### src/rtl/instruction_fetch_pkg.sv
// Shared fetch types: FSM state, PC step, default reset vector, FIFO entry.
// No logic of its own; pure declarations plus an alignment helper.
// No backpressure; consumers are the fetch top and its skid buffer.
package kgp_fetch_pkg;

    localparam logic [31:0] PC_INC           = 32'd4;
    localparam logic [31:0] DEFAULT_RESET_PC = 32'h0000_0000;

    typedef enum logic [1:0] {
        S_BOOT,
        S_RUN,
        S_FLUSH
    } fetch_state_t;

    typedef struct packed {
        logic [31:0] instr;
        logic [31:0] pc;
    } fetch_entry_t;

    // Instruction addresses are always word aligned.
    function automatic logic [31:0] word_align(input logic [31:0] addr);
        return {addr[31:2], 2'b00};
    endfunction

endpackage

### src/rtl/instruction_fetch_if.sv
// Fetch-stage bus: instruction-memory port, redirect input and decode handshake.
// Pure wiring, no latency.
// Decode backpressure is carried by instrReady against instrValid.
interface instruction_fetch_if;

    logic [31:0] imemAddr;
    logic        imemRe;
    logic [31:0] imemRdata;
    logic        redirectValid;
    logic [31:0] redirectPc;
    logic [31:0] instr;
    logic [31:0] pcOut;
    logic        instrValid;
    logic        instrReady;

    modport master (
        output imemAddr, imemRe, instr, pcOut, instrValid,
        input  imemRdata, redirectValid, redirectPc, instrReady
    );

    modport slave (
        input  imemAddr, imemRe, instr, pcOut, instrValid,
        output imemRdata, redirectValid, redirectPc, instrReady
    );

endinterface

### src/rtl/instruction_fetch_skid_buffer.sv
// Two-entry flow-through FIFO of {instr, pc} with synchronous flush.
// Zero latency when empty (write bypasses to the head), otherwise head-of-queue.
// rd_rdy low holds the head stable; the writer must never exceed two entries.
module fetch_skid_buffer
    import kgp_fetch_pkg::*;
(
    input  logic         clk,
    input  logic         rst,
    input  logic         flush,
    input  logic         wr_vld,
    input  fetch_entry_t wr_dat,
    output logic         rd_vld,
    input  logic         rd_rdy,
    output fetch_entry_t rd_dat,
    output logic [1:0]   count
);

    fetch_entry_t mem [2];
    logic         rd_ptr;
    logic         wr_ptr;
    logic         empty;
    logic         pop;
    logic         take;
    logic         store;

    // Head selection: an arriving word is visible at once when nothing is queued.
    always_comb begin
        empty  = (count == 2'd0);
        rd_vld = !empty || wr_vld;
        rd_dat = empty ? wr_dat : mem[rd_ptr];
        pop    = rd_vld && rd_rdy;
        take   = pop && !empty;
        store  = wr_vld && !(empty && pop);
    end

    // Storage and pointers; flush drops every queued entry.
    always_ff @(posedge clk) begin
        if (rst || flush) begin
            count  <= 2'd0;
            rd_ptr <= 1'b0;
            wr_ptr <= 1'b0;
        end else begin
            if (store) begin
                mem[wr_ptr] <= wr_dat;
                wr_ptr      <= ~wr_ptr;
            end
            if (take) begin
                rd_ptr <= ~rd_ptr;
            end
            count <= count + {1'b0, store} - {1'b0, take};
        end
    end

endmodule

### src/rtl/instruction_fetch.sv
// Instruction fetch: PC sequencing, redirect flush, 2-deep buffering to decode.
// Read issued cycle N, word presented to decode cycle N+1; redirect target valid two cycles later.
// Stalls hold the head and stop reads once buffered+in-flight words reach two. Perf counters under KGP_FETCH_PERF_EN.
module instruction_fetch
    import kgp_fetch_pkg::*;
#(
    parameter logic [31:0] RESET_PC = DEFAULT_RESET_PC
)
(
    input  logic clk,
    input  logic rst,
    instruction_fetch_if.master bus
`ifdef KGP_FETCH_PERF_EN
    ,
    output logic [31:0] fetchCount,
    output logic [31:0] flushCount
`endif
);

    fetch_state_t state;
    logic [31:0]  fetch_pc;
    logic [31:0]  inflight_pc;
    logic         inflight;
    logic [1:0]   buf_count;
    logic         buf_vld;
    fetch_entry_t buf_dat;
    fetch_entry_t wr_dat;
    logic         instr_vld;
    logic         xfer;
    logic         issue;
    logic [2:0]   occ_next;

    assign wr_dat = '{instr: bus.imemRdata, pc: inflight_pc};

    fetch_skid_buffer u_buf (
        .clk    (clk),
        .rst    (rst),
        .flush  (bus.redirectValid),
        .wr_vld (inflight),
        .wr_dat (wr_dat),
        .rd_vld (buf_vld),
        .rd_rdy (bus.instrReady),
        .rd_dat (buf_dat),
        .count  (buf_count)
    );

    // Issue a read only if the buffer can still absorb it after this cycle's arrival and transfer.
    always_comb begin
        instr_vld = !rst && buf_vld;
        xfer      = instr_vld && bus.instrReady;
        occ_next  = {1'b0, buf_count} + {2'b00, inflight} - {2'b00, xfer};
        if (rst || bus.redirectValid) begin
            issue = 1'b0;
        end else if (state == S_RUN) begin
            issue = (occ_next < 3'd2);
        end else begin
            issue = 1'b1;
        end
    end

    assign bus.imemRe     = issue;
    assign bus.imemAddr   = rst ? word_align(RESET_PC) : fetch_pc;
    assign bus.instrValid = instr_vld;
    assign bus.instr      = instr_vld ? buf_dat.instr : 32'h0;
    assign bus.pcOut      = instr_vld ? buf_dat.pc    : 32'h0;

    // Fetch FSM: boot vector, sequential fetch, and redirect flush that squashes the in-flight read.
    always_ff @(posedge clk) begin
        if (rst) begin
            state       <= S_BOOT;
            fetch_pc    <= word_align(RESET_PC);
            inflight    <= 1'b0;
            inflight_pc <= word_align(RESET_PC);
        end else begin
            inflight <= issue;
            if (issue) begin
                inflight_pc <= fetch_pc;
            end
            if (bus.redirectValid) begin
                state    <= S_FLUSH;
                fetch_pc <= word_align(bus.redirectPc);
            end else begin
                case (state)
                    S_BOOT:  state <= S_RUN;
                    S_FLUSH: state <= S_RUN;
                    default: state <= S_RUN;
                endcase
                if (issue) begin
                    fetch_pc <= fetch_pc + PC_INC;
                end
            end
        end
    end

`ifdef KGP_FETCH_PERF_EN
    // Free-running event counters: completed transfers and taken redirects.
    always_ff @(posedge clk) begin
        if (rst) begin
            fetchCount <= 32'h0;
            flushCount <= 32'h0;
        end else begin
            if (xfer) begin
                fetchCount <= fetchCount + 32'd1;
            end
            if (bus.redirectValid) begin
                flushCount <= flushCount + 32'd1;
            end
        end
    end
`endif

endmodule

### src/flat_wrapper.sv
// flat-port wrapper written by rule: the top's interface ports become plain ports
module instruction_fetch_flat import kgp_fetch_pkg::*;
#(
    parameter logic [31:0] RESET_PC = DEFAULT_RESET_PC
)
  (clk, rst, bus_imemAddr, bus_imemRe, bus_instr, bus_pcOut, bus_instrValid, bus_imemRdata, bus_redirectValid, bus_redirectPc, bus_instrReady);
  instruction_fetch_if bus_i ();
  input  logic clk;
  input  logic rst;
  output wire logic [$bits(bus_i.imemAddr)-1:0] bus_imemAddr;
  output wire logic [$bits(bus_i.imemRe)-1:0] bus_imemRe;
  output wire logic [$bits(bus_i.instr)-1:0] bus_instr;
  output wire logic [$bits(bus_i.pcOut)-1:0] bus_pcOut;
  output wire logic [$bits(bus_i.instrValid)-1:0] bus_instrValid;
  input wire logic [$bits(bus_i.imemRdata)-1:0] bus_imemRdata;
  input wire logic [$bits(bus_i.redirectValid)-1:0] bus_redirectValid;
  input wire logic [$bits(bus_i.redirectPc)-1:0] bus_redirectPc;
  input wire logic [$bits(bus_i.instrReady)-1:0] bus_instrReady;
  assign bus_imemAddr = bus_i.imemAddr;
  assign bus_imemRe = bus_i.imemRe;
  assign bus_instr = bus_i.instr;
  assign bus_pcOut = bus_i.pcOut;
  assign bus_instrValid = bus_i.instrValid;
  assign bus_i.imemRdata = bus_imemRdata;
  assign bus_i.redirectValid = bus_redirectValid;
  assign bus_i.redirectPc = bus_redirectPc;
  assign bus_i.instrReady = bus_instrReady;
  instruction_fetch #(.RESET_PC(RESET_PC)) u_core (.clk(clk), .rst(rst), .bus(bus_i));
endmodule
### config.mk
export PLATFORM = sky130hd
export DESIGN_NAME = instruction_fetch_flat
export DESIGN_NICKNAME = d
export VERILOG_FILES = /design/src/rtl/instruction_fetch_pkg.sv /design/src/rtl/instruction_fetch_if.sv /design/src/rtl/instruction_fetch_skid_buffer.sv /design/src/rtl/instruction_fetch.sv /design/src/flat_wrapper.sv
export SDC_FILE = /design/constraint.sdc
export NUM_CORES = 1
export LEC_CHECK = 0
export CAP_MARGIN = 0
export CORE_ASPECT_RATIO = 1.1
export CORE_MARGIN = 5
export CORE_UTILIZATION = 38
export DETAILED_ROUTE_END_ITERATION = 16
export PLACE_DENSITY = 0.64
export SLEW_MARGIN = 10
export SYNTH_ARGS = -nofsm -noshare
export SYNTH_HDL_FRONTEND = slang
export SYNTH_HIERARCHICAL = 1
export SYNTH_SLANG_ARGS = --single-unit
### constraint.sdc
create_clock -name clk -period 8.7 [get_ports clk]
set_input_delay 1.74 -clock clk [delete_from_list [all_inputs] [get_ports clk]]
set_output_delay 1.74 -clock clk [all_outputs]
set_load 0.02 [all_outputs]
=== Yosys cells after proc, flatten, opt, wreduce, memory -nomap -nowiden ===
Memories as Yosys holds them, arrays and structs flattened. A register that Yosys moved wholly into a read port is not among the register bits.
Cells that the tools add are included.

* Flip-flop bits (word level): 71
* Memories: 1
* Input port bits: 68
* Memory bits (writable): 128
* Logic and storage cells: 46

* Reductions and logical operators: 14
* Equality and inequality tests: 1
* Bitwise operators: 2
* $lt $le $gt $ge: 1
* Add/subtract/negate cells: 5
* Muxes and demuxes: 14

{| class="wikitable"
|+ Memories
! name !! words !! width !! read ports !! clocked after memory_dff !! write ports !! line !! RTL
|-
| u_core.u_buf.mem || 2 || 64 || 1 || 1 || 1 || instruction_fetch_skid_buffer.sv:18 || <nowiki>fetch_entry_t mem [2];</nowiki>
|}

{| class="wikitable"
|+ Operators by type and width
! kind !! count
|-
| 32-bit 2-to-1 mux || 5
|-
| 64-bit 2-to-1 mux || 1
|-
| 32-bit by 3-bit adder with 32-bit output, second input constant || 1
|-
| 1-bit 2-to-1 mux || 7
|-
| 1-bit logical AND || 6
|-
| 2-bit by 1-bit adder with 3-bit output || 1
|-
| 1-bit logical NOT || 3
|-
| 3-bit by 2-bit less-than comparator with 1-bit output, second input constant || 1
|-
| 3-bit by 1-bit subtractor with 3-bit output || 1
|-
| 2-bit by 1-bit adder with 2-bit output || 1
|-
| 2-bit by 1-bit equality test with 1-bit output, second input constant || 1
|-
| 2-bit logical NOT || 1
|-
| 1-bit logical OR || 2
|-
| 2-bit 2-to-1 mux || 1
|-
| 1-bit inverter || 2
|-
| 2-bit nonzero test || 1
|-
| 2-bit OR reduction || 1
|-
| 2-bit by 1-bit subtractor with 2-bit output || 1
|}

=== Longest topological paths before layout ===
Gate-level depths: netlist (run 1).

* Depth after elaboration: 11
* Mapped depth: 14

=== Modules after synthesis ===
The synthesis (run 1) kept the hierarchy.

{| class="wikitable"
|+ Modules (own cells, without submodules)
! module !! instances !! cells each !! area an instance (µm²)
|-
| fetch_skid_buffer || 1 || 368 || 5504.0
|-
| instruction_fetch || 1 || 465 || 3629.7
|}

=== Worst setup path after synthesis (run 1) ===
OpenSTA, ideal clock, no wires.

* Path type: input to register
* Start: in bus_instrReady
* End: mem u_core/u_buf/mem[1][0] in the netlist's numbering (enable)
* Stages: 3
* Arrival: 8470 ps
* Slack: -436 ps
* Buffers on the path: 0
* Library setup time: 665 ps
* Data required time: 8035 ps
* Path through: inv_1 -> o21ai_2 -> nor4b_1

* Cells in the longest elaborated chain, start to end: 7

{| class="wikitable"
|+ Ends and longest elaborated chain
! item !! line !! RTL
|-
| start: declaration || flat_wrapper.sv:18 || <nowiki>input wire logic [$bits(bus_i.instrReady)-1:0] bus_instrReady;</nowiki>
|-
| 1-bit logical AND || instruction_fetch_skid_buffer.sv:31 || <nowiki>pop = rd_vld && rd_rdy;</nowiki>
|-
| 1-bit logical AND || instruction_fetch_skid_buffer.sv:33 || <nowiki>store = wr_vld && !(empty && pop);</nowiki>
|-
| 1-bit logical NOT || instruction_fetch_skid_buffer.sv:33 ||
|-
| 1-bit logical AND || instruction_fetch_skid_buffer.sv:33 ||
|-
| 1-bit 2-to-1 mux || instruction_fetch_skid_buffer.sv:43 || <nowiki>if (store) begin</nowiki>
|-
| 1-bit 2-to-1 mux || instruction_fetch_skid_buffer.sv:38 || <nowiki>if (rst || flush) begin</nowiki>
|-
| 1-bit 2-to-1 mux (implied by the code) || instruction_fetch_skid_buffer.sv:44 || <nowiki>mem[wr_ptr] <= wr_dat;</nowiki>
|-
| end: declaration || instruction_fetch_skid_buffer.sv:18 ||
|}

Every way passes these cells.

=== Worst setup path in the final report (run 1) ===
* Start: in rst
* End: out bus_imemRe

* Cells in the longest elaborated chain, start to end: 7
* Elaborated cells between the ends (all ways): 8
* Classes of those cells: 1 x add/sub; 1 x order compare; 2 x mux; 4 x reduce/logical

{| class="wikitable"
|+ Ends and longest elaborated chain
! item !! line !! RTL
|-
| start: declaration || flat_wrapper.sv:9 || <nowiki>input logic rst;</nowiki>
|-
| 1-bit logical NOT || instruction_fetch.sv:49 || <nowiki>instr_vld = !rst && buf_vld;</nowiki>
|-
| 1-bit logical AND || instruction_fetch.sv:49 ||
|-
| 1-bit logical AND || instruction_fetch.sv:50 || <nowiki>xfer = instr_vld && bus.instrReady;</nowiki>
|-
| 3-bit by 1-bit subtractor with 3-bit output || instruction_fetch.sv:51 || <nowiki>occ_next = {1'b0, buf_count} + {2'b00, inflight} - {2'b00, xfer};</nowiki>
|-
| 3-bit by 2-bit less-than comparator with 1-bit output || instruction_fetch.sv:55 || <nowiki>issue = (occ_next < 3'd2);</nowiki>
|-
| 1-bit 2-to-1 mux || instruction_fetch.sv:54 || <nowiki>end else if (state == S_RUN) begin</nowiki>
|-
| 1-bit 2-to-1 mux * || instruction_fetch.sv:52 || <nowiki>if (rst || bus.redirectValid) begin</nowiki>
|-
| end: declaration || flat_wrapper.sv:11 || <nowiki>output wire logic [$bits(bus_i.imemRe)-1:0] bus_imemRe;</nowiki>
|}

Every way passes the cells marked *; elsewhere a longest branch is shown, timed or not.

==> impl_metrics.env, run 1 <==
export IMPL_grt_first_pass_wirelength_um=32700
export IMPL_syn_avg_cell_area_sq_um=11.0
export IMPL_p_clk_share_pct=38.5
export IMPL_io_pins=166
export IMPL_synth_mux_area_share_pct=7.23
export IMPL_hold_path_depth=2
export IMPL_layout_setup_ws_ns=2.33
export IMPL_setup_viol=0
export IMPL_critical_path_peak_fanout=42
export IMPL_drc=0
export IMPL_worst_pin_slew_ns=1.10
export IMPL_worstPathRequired_ns=6.96
export IMPL_ant_nets=0
export IMPL_synth_top_cell_area_share_pct=42.1
export IMPL_worstSkewPairLatency_ns=0.43
export IMPL_nNetsFinal=1045
export IMPL_relSlewSlack_pct=26.8
export IMPL_synth_distinct_cells=50
export IMPL_rows=59
export IMPL_numCtsBuffers=17
export IMPL_synth_edf_count=128
export IMPL_yosysMostFrequentCell="edfxtp_1"
export IMPL_drt_initial_drc_count=332
export IMPL_max_stage_delay_ns=0.62
export IMPL_synth_top_family_by_area="simple AND/OR/NAND/NOR gates"
export IMPL_p_seq_share_pct=51.5
export IMPL_drt_total_wl_um=20300
export IMPL_reg2reg_slack_ns=5.20
export IMPL_postCtsSetupBuffers=0
export IMPL_slew_violations=0
export IMPL_finalHoldViolCount=0
export IMPL_die_h_um=173
export IMPL_fin_setup_tns_ns=0
export IMPL_antenna_cells=0
export IMPL_core_region_area_sq_mm=0.0237
export IMPL_regToRegEndpoint="u_core/fetch_pc[28]$_SDFFE_PP0P_"
export IMPL_synthAdderAreaFrac_pct=0.767
export IMPL_cp_start_kind="input port"
export IMPL_synth_area_leaders="edfxtp_1 (42%), dfxtp_1 (15%), mux2i_1 (7.2%), and2_1 (4.9%), a21oi_1 (4.5%)"
export IMPL_num_vias=6232
export IMPL_min_path_type="register to register"
export IMPL_finalNonFillerCells=1290
export IMPL_wl_per_cell_um=15.8
export IMPL_cp_cell_sequence="buf_2, buf_4, nor2b_4, and2_1, ha_1, nor2b_1, fa_1, o21ai_4, buf_4, nand2_1, inv_1, clkdlybuf4s50_1"
export IMPL_drt_vias_per_instance=4.83
export IMPL_dp_cells=1258
export IMPL_r2r_start="u_core/u_buf/count[1]$_SDFF_PP0_"
export IMPL_clockRootBuffer="clkbuf_16"
export IMPL_cts_resized=0
export IMPL_dieWidth_um=158
export IMPL_gp_congestion=0.800
export IMPL_htree_levels=4
export IMPL_cts_hold_buf=0
export IMPL_clk_path_buf_depth=2
export IMPL_rsz0062_at_grt="false"
export IMPL_crit_path_frequent_cell="buf_4"
export IMPL_cts_tree="built"
export IMPL_critPathTopFamily="buffers and inverters"
export IMPL_grt_overflow=0
export IMPL_hp_start="u_core/fetch_pc[31]$_SDFFE_PP0P_"
export IMPL_synth_compound_area_share_pct=7.68
export IMPL_ys_flop_type="edfxtp_1"
export IMPL_ys_seq_area_share_pct=57.0
export IMPL_groute_usage_overall_pct=14.9
export IMPL_portBuffers=161
export IMPL_clock_sinks=196
export IMPL_leakage_nw=3.92
export IMPL_yosysTopAreaCell="edfxtp_1"
export IMPL_multi_input_area_sq_mm=0.00356
export IMPL_synth_simple_area_share_pct=20.2
export IMPL_irDropWorstVdd_mv=0.124
export IMPL_maxCapViolCount=0
export IMPL_p_per_area_mw_per_mm2=175
export IMPL_synth_warnings=6
export IMPL_netlist_top_cells_count="edfxtp_1 (128), nor2_1 (85), a21oi_1 (82), and2_1 (71), nand2_1 (71)"
export IMPL_crit_type="input port to output port"
export IMPL_status="finished, final reports clean"
export IMPL_syn_area_sq_mm=0.00913
export IMPL_synth_seq_cells=196
export IMPL_drive_above_1_share_pct=5.99
export IMPL_grt_max_degree=70
export IMPL_antenna_found_initial=0
export IMPL_clk_pin_slew_ns=0.07
export IMPL_seqCellArea_sq_mm=0.00521
export IMPL_crit_buf_inv=5
export IMPL_worstSetupStartpoint="rst"
export IMPL_post_route_period_util_pct=73.2
export IMPL_combinationalPowerShare_pct=10.0
export IMPL_dp_hpwl_um=12900
export IMPL_die_area_sq_mm=0.0272
export IMPL_hold_end="u_core/inflight_pc[31]$_SDFFE_PP0P_"
export IMPL_period_minus_slack_ns=6.37
export IMPL_cp_arrival_ns=4.63
export IMPL_synthXorXnorAreaFrac_pct=2.40
export IMPL_areaGrowthSynthToFinish_pct=25.6
export IMPL_fmax_ghz=0.157
export IMPL_grt_pass1_vias=6147
export IMPL_drt_first_pass_iters=4
export IMPL_critPathCaptureType="output port"
export IMPL_synthArstFlopShare_pct=0
export IMPL_cp_slowest_cell="clkdlybuf4s50_1"
export IMPL_worstRegToRegCells=12
export IMPL_place_ws_ns=2.33
export IMPL_p_sw_share_pct=24.0
export IMPL_p_sw_mw=0.481
export IMPL_clock_skew_ns=0.00686
export IMPL_start_util_pct=38.5
export IMPL_internal_power_mw=1.53
export IMPL_fill_cells=2187
export IMPL_synthCells=833
-- cell families after synthesis --
group / after synthesis
AND/OR/NAND/NOR: 347
flip-flops: 196
AO/OA/AOI/OAI: 123
buffers and inverters: 70
multiplexers: 66
XOR/XNOR: 25
adder cells (fa/ha/maj): 5
other: 1
-- power groups by stage --
stage	Combinational, mW	Clock (mW)	Sequential (mW)
detailed placement	0.202	0	1.05
floorplan	0.121	0	1.04
finish	0.200	0.773	1.03
global placement	0.201	0	1.05
global route	0.221	0.839	1.04
CTS	0.203	0.798	1.03
-- area by class of cell --
class	instances	share of cell area, %
flip-flops and latches	196	45.4
multi-input cells	574	31.0
repair buffers	172	14.7
clock buffers	19	3.95
well taps	305	3.33
clock inverters	13	1.22
inverters	11	0.360
-- metrics by stage --
stage          area, sq um  util (%)  hold slack (ns)  power [mW]
2_1_floorplan         9170         -            0.442        1.17
3_3_place_gp         10900      45.9            0.462        1.25
3_5_place_dp         10900      45.9            0.468        1.26
4_1_cts              11500      48.4            0.480        2.03
5_1_grt              11500      48.4            0.508        2.10
6_report             11500      48.4            0.479        2.01
-- sequential cells by signal, indices dropped and copies added, names as in the netlist, named ones only --
name	flops
u_core/fetch_pc	30
u_core/inflight	1
u_core/inflight_pc	30
u_core/state	2
u_core/u_buf/count	2
u_core/u_buf/mem	128
u_core/u_buf/rd_ptr	1
u_core/u_buf/wr_ptr	1
-- per-layer routing --
metal	wire length (um)	GRT usage [%]	vias up	part of all wire, %
met4	212	3.51	0	1.0
li1	-	-	3203	-
met1	9650	20.7	2872	47
met5	0	0	-	0
met3	937	3.03	15	4.6
met2	9520	24.0	142	47
-- tightest hold or removal path, cell delays in order, from the launching register on --
cell	delay [ns]
dfxtp_1	0.34
nand2_1	0.06
nand2_1	0.04
-- worst max path at each step --
stage / to / slack, ns / cells after the start
floorplan: u_core/u_buf/mem[1][0]$_DFFE_PP_ / 2.77 / 3
global placement: bus_imemRe / 2.31 / 12
detailed placement: bus_imemRe / 2.33 / 12
CTS: bus_imemRe / 2.31 / 12
global route: bus_imemRe / 2.08 / 12
finish: bus_imemRe / 2.33 / 12
-- cell usage in the layout (no fill, tap or decap), drive strengths merged, types with 10 or more instances in the layout --
master / n
a211oi: 13
a21oi: 82
nand3: 10
nand3b: 19
and2: 72
buf: 12
edfxtp: 128
clkbuf: 19
inv: 18
o21ai: 10
clkdlybuf4s50: 160
nand4: 19
mux2i: 66
dfxtp: 68
nor2: 85
xor2: 20
nor2b: 33
nand2: 72
Power figures use the tool's default switching activity.
==> run 2: changes to the inputs <==
==> constraint.sdc (replaced) <==
create_clock -name clk -period 5.7 [get_ports clk]
set_input_delay 1.14 -clock clk [delete_from_list [all_inputs] [get_ports clk]]
set_output_delay 1.14 -clock clk [all_outputs]
set_load 0.02 [all_outputs]
==> run 2 against run 1 <==
Effect of this change: clock skew rose by 0.0070 ns; flip-flop and latch count did not move; die area did not move; sequential power rose by 53%; critical path depth fell by 3; cell area did not move.
==> impl_metrics.env, run 2 (synthesized netlist as in run 1, its figures left out) <==
export IMPL_die_h_um=173
export IMPL_ant_nets=0
export IMPL_r2r_start="u_core/u_buf/count[1]$_SDFF_PP0_"
export IMPL_regToRegEndpoint="u_core/fetch_pc[18]$_SDFFE_PP0P_"
export IMPL_drt_first_pass_iters=4
export IMPL_reg2reg_slack_ns=2.43
export IMPL_utilization_pct=48.4
export IMPL_drc=0
export IMPL_worst_pin_slew_ns=1.07
export IMPL_rows=59
export IMPL_max_stage_delay_ns=0.62
export IMPL_irDropWorstVdd_mv=0.177
export IMPL_portBuffers=161
export IMPL_cts_hold_buf=0
export IMPL_postCtsSetupBuffers=0
export IMPL_clk_pin_slew_ns=0.07
export IMPL_status="finished, final reports clean"
export IMPL_maxCapViolCount=0
export IMPL_grt_overflow=0
export IMPL_hp_start="u_core/fetch_pc[31]$_SDFFE_PP0P_"
export IMPL_dpl_cell_area_sq_mm=0.0109
export IMPL_drive_above_1_share_pct=5.78
export IMPL_cts_tree="built"
export IMPL_hold_end="u_core/inflight_pc[31]$_SDFFE_PP0P_"
export IMPL_p_per_area_mw_per_mm2=266
export IMPL_layout_cells_most_common_list="clkdlybuf4s50_1 (160), edfxtp_1 (128), nor2_1 (84)"
export IMPL_gp_congestion=0.819
export IMPL_cp_slowest_cell="clkdlybuf4s50_1"
export IMPL_crit_type="input port to output port"
export IMPL_dp_hpwl_um=13500
export IMPL_cp_start_kind="input port"
export IMPL_antenna_cells=0
export IMPL_worstPathRequired_ns=4.56
export IMPL_fin_setup_tns_ns=0
export IMPL_relSlewSlack_pct=28.5
export IMPL_clock_skew_ns=0.0138
export IMPL_critical_path_peak_fanout=3
export IMPL_finalNonFillerCells=1292
export IMPL_largest_reg_flops=128
export IMPL_core_region_area_sq_mm=0.0237
export IMPL_grt_pass1_vias=6190
export IMPL_grt_first_pass_wirelength_um=32800
export IMPL_cp_arrival_ns=3.61
export IMPL_die_area_sq_mm=0.0272
export IMPL_clockRootBuffer="clkbuf_16"
export IMPL_critPathCaptureType="output port"
export IMPL_hold_path_depth=2
export IMPL_io_pins=166
export IMPL_dp_cells=1260
export IMPL_clock_sinks=196
export IMPL_clk_path_buf_depth=2
export IMPL_areaGrowthSynthToFinish_pct=25.6
export IMPL_crit_path_frequent_cell="clkdlybuf4s50_1"
export IMPL_layout_commonest_cell="clkdlybuf4s50_1"
export IMPL_holdWs_ns=0.483
export IMPL_fmax_ghz=0.210
export IMPL_drt_total_wl_um=20600
export IMPL_period_minus_slack_ns=4.75
export IMPL_start_util_pct=38.5
export IMPL_num_vias=6249
export IMPL_groute_usage_overall_pct=15.0
export IMPL_grt_max_degree=81
export IMPL_htree_levels=4
export IMPL_numCtsBuffers=17
export IMPL_antenna_found_initial=0
export IMPL_post_route_period_util_pct=83.4
export IMPL_min_path_type="register to register"
export IMPL_nNetsFinal=1047
export IMPL_wl_per_cell_um=16.0
export IMPL_worstSkewPairLatency_ns=0.43
export IMPL_worstRegToRegCells=11
export IMPL_setup_viol=0
export IMPL_dieWidth_um=158
export IMPL_drt_vias_per_instance=4.84
export IMPL_finalHoldViolCount=0
export IMPL_regMostFlops="u_core/u_buf/mem"
export IMPL_cts_resized=0
export IMPL_rsz0062_at_grt="false"
export IMPL_drt_initial_drc_count=350
export IMPL_slew_violations=0
export IMPL_largest_registers="u_core/u_buf/mem: 128 flops, u_core/fetch_pc: 30 flops, u_core/inflight_pc: 30 flops"
export IMPL_design_area_sq_mm=0.0115
export IMPL_leakage_nw=3.92
export IMPL_fill_cells=2205
export IMPL_cp_cell_sequence="clkdlybuf4s50_1, and2_1, ha_1, nor2b_1, fa_1, o21ai_4, nand2_1, inv_1, clkdlybuf4s50_1"
run 2: cell count changes in the layout (fill, tap and decap cells not counted), sizes merged:
cell	delta
clkinv	+1
inv	-5
clkbuf	+3
buf	+2
bufinv	+1
run 2: layout make-up:
cell class / count / area [sq um] / share of cell area (%)
well taps: 305 / 382 / 3.33
repair buffers: 174 / 1700 / 14.9
inverters: 11 / 41.3 / 0.360
multi-input cells: 574 / 3560 / 31.0
clock buffers: 22 / 454 / 3.96
flip-flops and latches: 196 / 5210 / 45.4
clock inverters: 10 / 124 / 1.08
run 2: worst max path at each step:
| stage | from | to | slack (ns) | depth (start not counted) |
|---|---|---|---|---|
| after floorplan | bus_instrReady | u_core/u_buf/mem[1][0]$_DFFE_PP_ | 0.37 | 3 |
| after global placement | bus_instrReady | bus_imemRe | 0.92 | 9 |
| after detailed placement | bus_instrReady | bus_imemRe | 0.93 | 9 |
| after CTS | bus_instrReady | bus_imemRe | 0.91 | 9 |
| after global routing | bus_instrReady | bus_imemRe | 0.76 | 9 |
| final | bus_instrReady | bus_imemRe | 0.95 | 9 |
run 2: critical path, delay by kind of cell:
family	cells	cell delay, ns
AOI/OAI and AO/OA	1	0.21
adders and majority gates	2	0.74
buffers and inverters	3	1.13
and+or+nand+nor	3	0.40
run 2: routing by layer:
metal | global-route usage, % | wire length [um] | share of wire (%)
met1 | 20.9 | 9800 | 47
met2 | 23.6 | 9470 | 46
met3 | 3.23 | 1070 | 5.2
met4 | 4.48 | 300 | 1.5
met5 | 0 | 0 | 0
run 2: per-stage QoR:
stage / setup WS [ns] / total power [mW]
3_5_place_dp: 0.933 / 1.92
3_3_place_gp: 0.918 / 1.92
2_1_floorplan: 0.366 / 1.78
6_report: 0.947 / 3.05
4_1_cts: 0.910 / 3.10
5_1_grt: 0.760 / 3.19
run 2: power by group:
group,total (mW),internal (mW),switching (mW)
clock,1.17,0.663,0.509
sequential,1.58,1.54,0.0403
combinational,0.303,0.147,0.156
==> run 3: changes to the inputs <==
==> constraint.sdc (replaced) <==
create_clock -name clk -period 3.97 [get_ports clk]
set_input_delay 0.794 -clock clk [delete_from_list [all_inputs] [get_ports clk]]
set_output_delay 0.794 -clock clk [all_outputs]
set_load 0.02 [all_outputs]
==> run 3 against run 2 <==
Effect of this change: setup slack worse by 0.59 ns; critical path depth is 1 higher; flip-flop and latch count stayed put; cell count is 0.31% higher; cell area is 0.53% higher; critical endpoint unchanged; largest cell class unchanged; highest routed layer unchanged.
==> impl_metrics.env, run 3 (synthesized netlist as in run 1, its figures left out) <==
export IMPL_worstSetupStartpoint="u_core/inflight$_SDFF_PP0_"
export IMPL_relSlewSlack_pct=34.4
export IMPL_clk_path_buf_depth=2
export IMPL_grt_max_degree=66
export IMPL_drc=0
export IMPL_nNetsFinal=1051
export IMPL_clockRootBuffer="clkbuf_16"
export IMPL_clock_sinks=196
export IMPL_drt_vias_per_instance=4.87
export IMPL_cts_resized=1
export IMPL_drt_initial_drc_count=333
export IMPL_areaGrowthSynthToFinish_pct=26.3
export IMPL_worst_pin_slew_ns=0.984
export IMPL_cp_arrival_ns=2.82
export IMPL_numCtsBuffers=17
export IMPL_maxCapViolCount=0
export IMPL_regToRegEndpoint="u_core/fetch_pc[15]$_SDFFE_PP0P_"
export IMPL_core_region_area_sq_mm=0.0237
export IMPL_antenna_cells=0
export IMPL_fin_setup_tns_ns=0
export IMPL_worstPathRequired_ns=3.18
export IMPL_postCtsSetupBuffers=0
export IMPL_dieWidth_um=158
export IMPL_start_util_pct=38.5
export IMPL_crit_end="bus_imemRe"
export IMPL_fill_cells=2161
export IMPL_min_path_type="register to register"
export IMPL_critical_path_peak_fanout=3
export IMPL_regMostFlops="u_core/u_buf/mem"
export IMPL_r2r_start="u_core/inflight$_SDFF_PP0_"
export IMPL_drt_total_wl_um=20500
export IMPL_fmax_ghz=0.277
export IMPL_grt_first_pass_wirelength_um=33500
export IMPL_clock_skew_ns=0.00873
export IMPL_worstRegToRegCells=11
export IMPL_cp_start_kind="register"
export IMPL_slew_violations=0
export IMPL_layout_cells_most_common_list="clkdlybuf4s50_1 (159), edfxtp_1 (128), nor2_1 (84)"
export IMPL_rsz0062_at_grt="false"
export IMPL_grt_pass1_vias=6328
export IMPL_hp_start="u_core/fetch_pc[31]$_SDFFE_PP0P_"
export IMPL_irDropWorstVdd_mv=0.274
export IMPL_ant_nets=0
export IMPL_antenna_found_initial=0
export IMPL_finalHoldViolCount=0
export IMPL_cts_hold_buf=0
export IMPL_rows=59
export IMPL_io_pins=166
export IMPL_portBuffers=161
export IMPL_crit_type="register to output port"
export IMPL_cts_tree="built"
export IMPL_layout_commonest_cell="clkdlybuf4s50_1"
export IMPL_drive_above_1_share_pct=6.56
export IMPL_reg2reg_slack_ns=0.77
export IMPL_drt_first_pass_iters=5
export IMPL_critPathCaptureType="output port"
export IMPL_die_area_sq_mm=0.0272
export IMPL_leakage_nw=3.94
export IMPL_holdWs_ns=0.480
export IMPL_num_vias=6307
export IMPL_worstSkewPairLatency_ns=0.42
export IMPL_gp_congestion=0.804
export IMPL_die_h_um=173
export IMPL_largest_registers="u_core/u_buf/mem: 128 flops, u_core/fetch_pc: 30 flops, u_core/inflight_pc: 30 flops"
export IMPL_largest_reg_flops=128
export IMPL_htree_levels=4
export IMPL_post_route_period_util_pct=91.0
export IMPL_p_per_area_mw_per_mm2=373
export IMPL_clk_pin_slew_ns=0.07
export IMPL_wl_per_cell_um=15.9
export IMPL_setup_viol=0
export IMPL_status="finished, final reports clean"
export IMPL_dp_hpwl_um=13400
export IMPL_groute_usage_overall_pct=15.2
export IMPL_period_minus_slack_ns=3.61
export IMPL_grt_overflow=0
==> run 3: cell count changes in the layout (fill, tap and decap cells not counted), sizes merged <==
cell and delta:
clkinvlp +1, clkdlybuf4s50 -1, clkinv +3, bufinv -2, buf +4, clkbuf -4
inv +3
==> run 3: cell type report <==
cell class                 instances  area (sq um)  share of cell area, %
clock inverter                    15           126                   1.10
clock buffer                      17           425                   3.69
multi-input combinational        574          3560                   30.9
inverter                          11          41.3                  0.358
sequential                       196          5210                   45.2
timing repair buffer             178          1790                   15.5
tap                              305           382                   3.31
==> run 3: worst min path at each step <==
stage | endpoint | slack, ns | depth (start not counted)
floorplan | u_core/inflight_pc[31]$_SDFFE_PP0P_ | 0.45 | 2
CTS | u_core/u_buf/mem[1][14]$_DFFE_PP_ | 0.48 | 0
detailed placement | u_core/u_buf/mem[1][17]$_DFFE_PP_ | 0.47 | 0
global route | u_core/u_buf/mem[0][14]$_DFFE_PP_ | 0.51 | 0
finish | u_core/inflight_pc[31]$_SDFFE_PP0P_ | 0.48 | 2
global placement | u_core/u_buf/mem[0][30]$_DFFE_PP_ | 0.46 | 0
==> run 3: power breakdown <==
| group | internal (mW) | switching [mW] | total, mW | leakage [nW] |
|---|---|---|---|---|
| Combinational | 0.215 | 0.228 | 0.443 | 1.90 |
| Clock | 0.820 | 0.775 | 1.59 | 0.263 |
| Sequential | 2.21 | 0.0545 | 2.26 | 1.78 |
==> run 3: per-stage QoR <==
stage | area (sq um) | cells | util [%] | setup WS [ns] | total power, mW
2_1_floorplan | 9180 | 840 | - | 0.103 | 2.55
3_3_place_gp | 11000 | 1264 | 46.4 | -0.0930 | 2.75
3_5_place_dp | 11000 | 1264 | 46.4 | -0.0690 | 2.76
4_1_cts | 11500 | 1296 | 48.7 | 0.103 | 4.37
5_1_grt | 11500 | 1296 | 48.7 | 0.133 | 4.50
6_report | 11500 | 1296 | 48.7 | 0.356 | 4.30
==> run 3: per-layer routing <==
| metal | part of all wire (%) | GRT usage [%] | up-vias | wire length, um |
|---|---|---|---|---|
| met4 | 0.87 | 3.91 | 0 | 179 |
| met1 | 48 | 21.1 | 2959 | 9820 |
| met5 | 0 | 0 | - | 0 |
| met2 | 47 | 24.3 | 123 | 9590 |
| li1 | - | - | 3212 | - |
| met3 | 4.6 | 3.03 | 13 | 949 |
==> run 3: critical path: stages, from the launching register on <==
cell      delay, ns
dfxtp_1        0.33
or3_1          0.37
nor2b_4        0.13
and2_1         0.15
ha_1           0.26
nor2b_1        0.13
fa_1           0.47
o21ai_4        0.20
nand2_1        0.09
inv_1          0.08
clkbuf_2       0.18
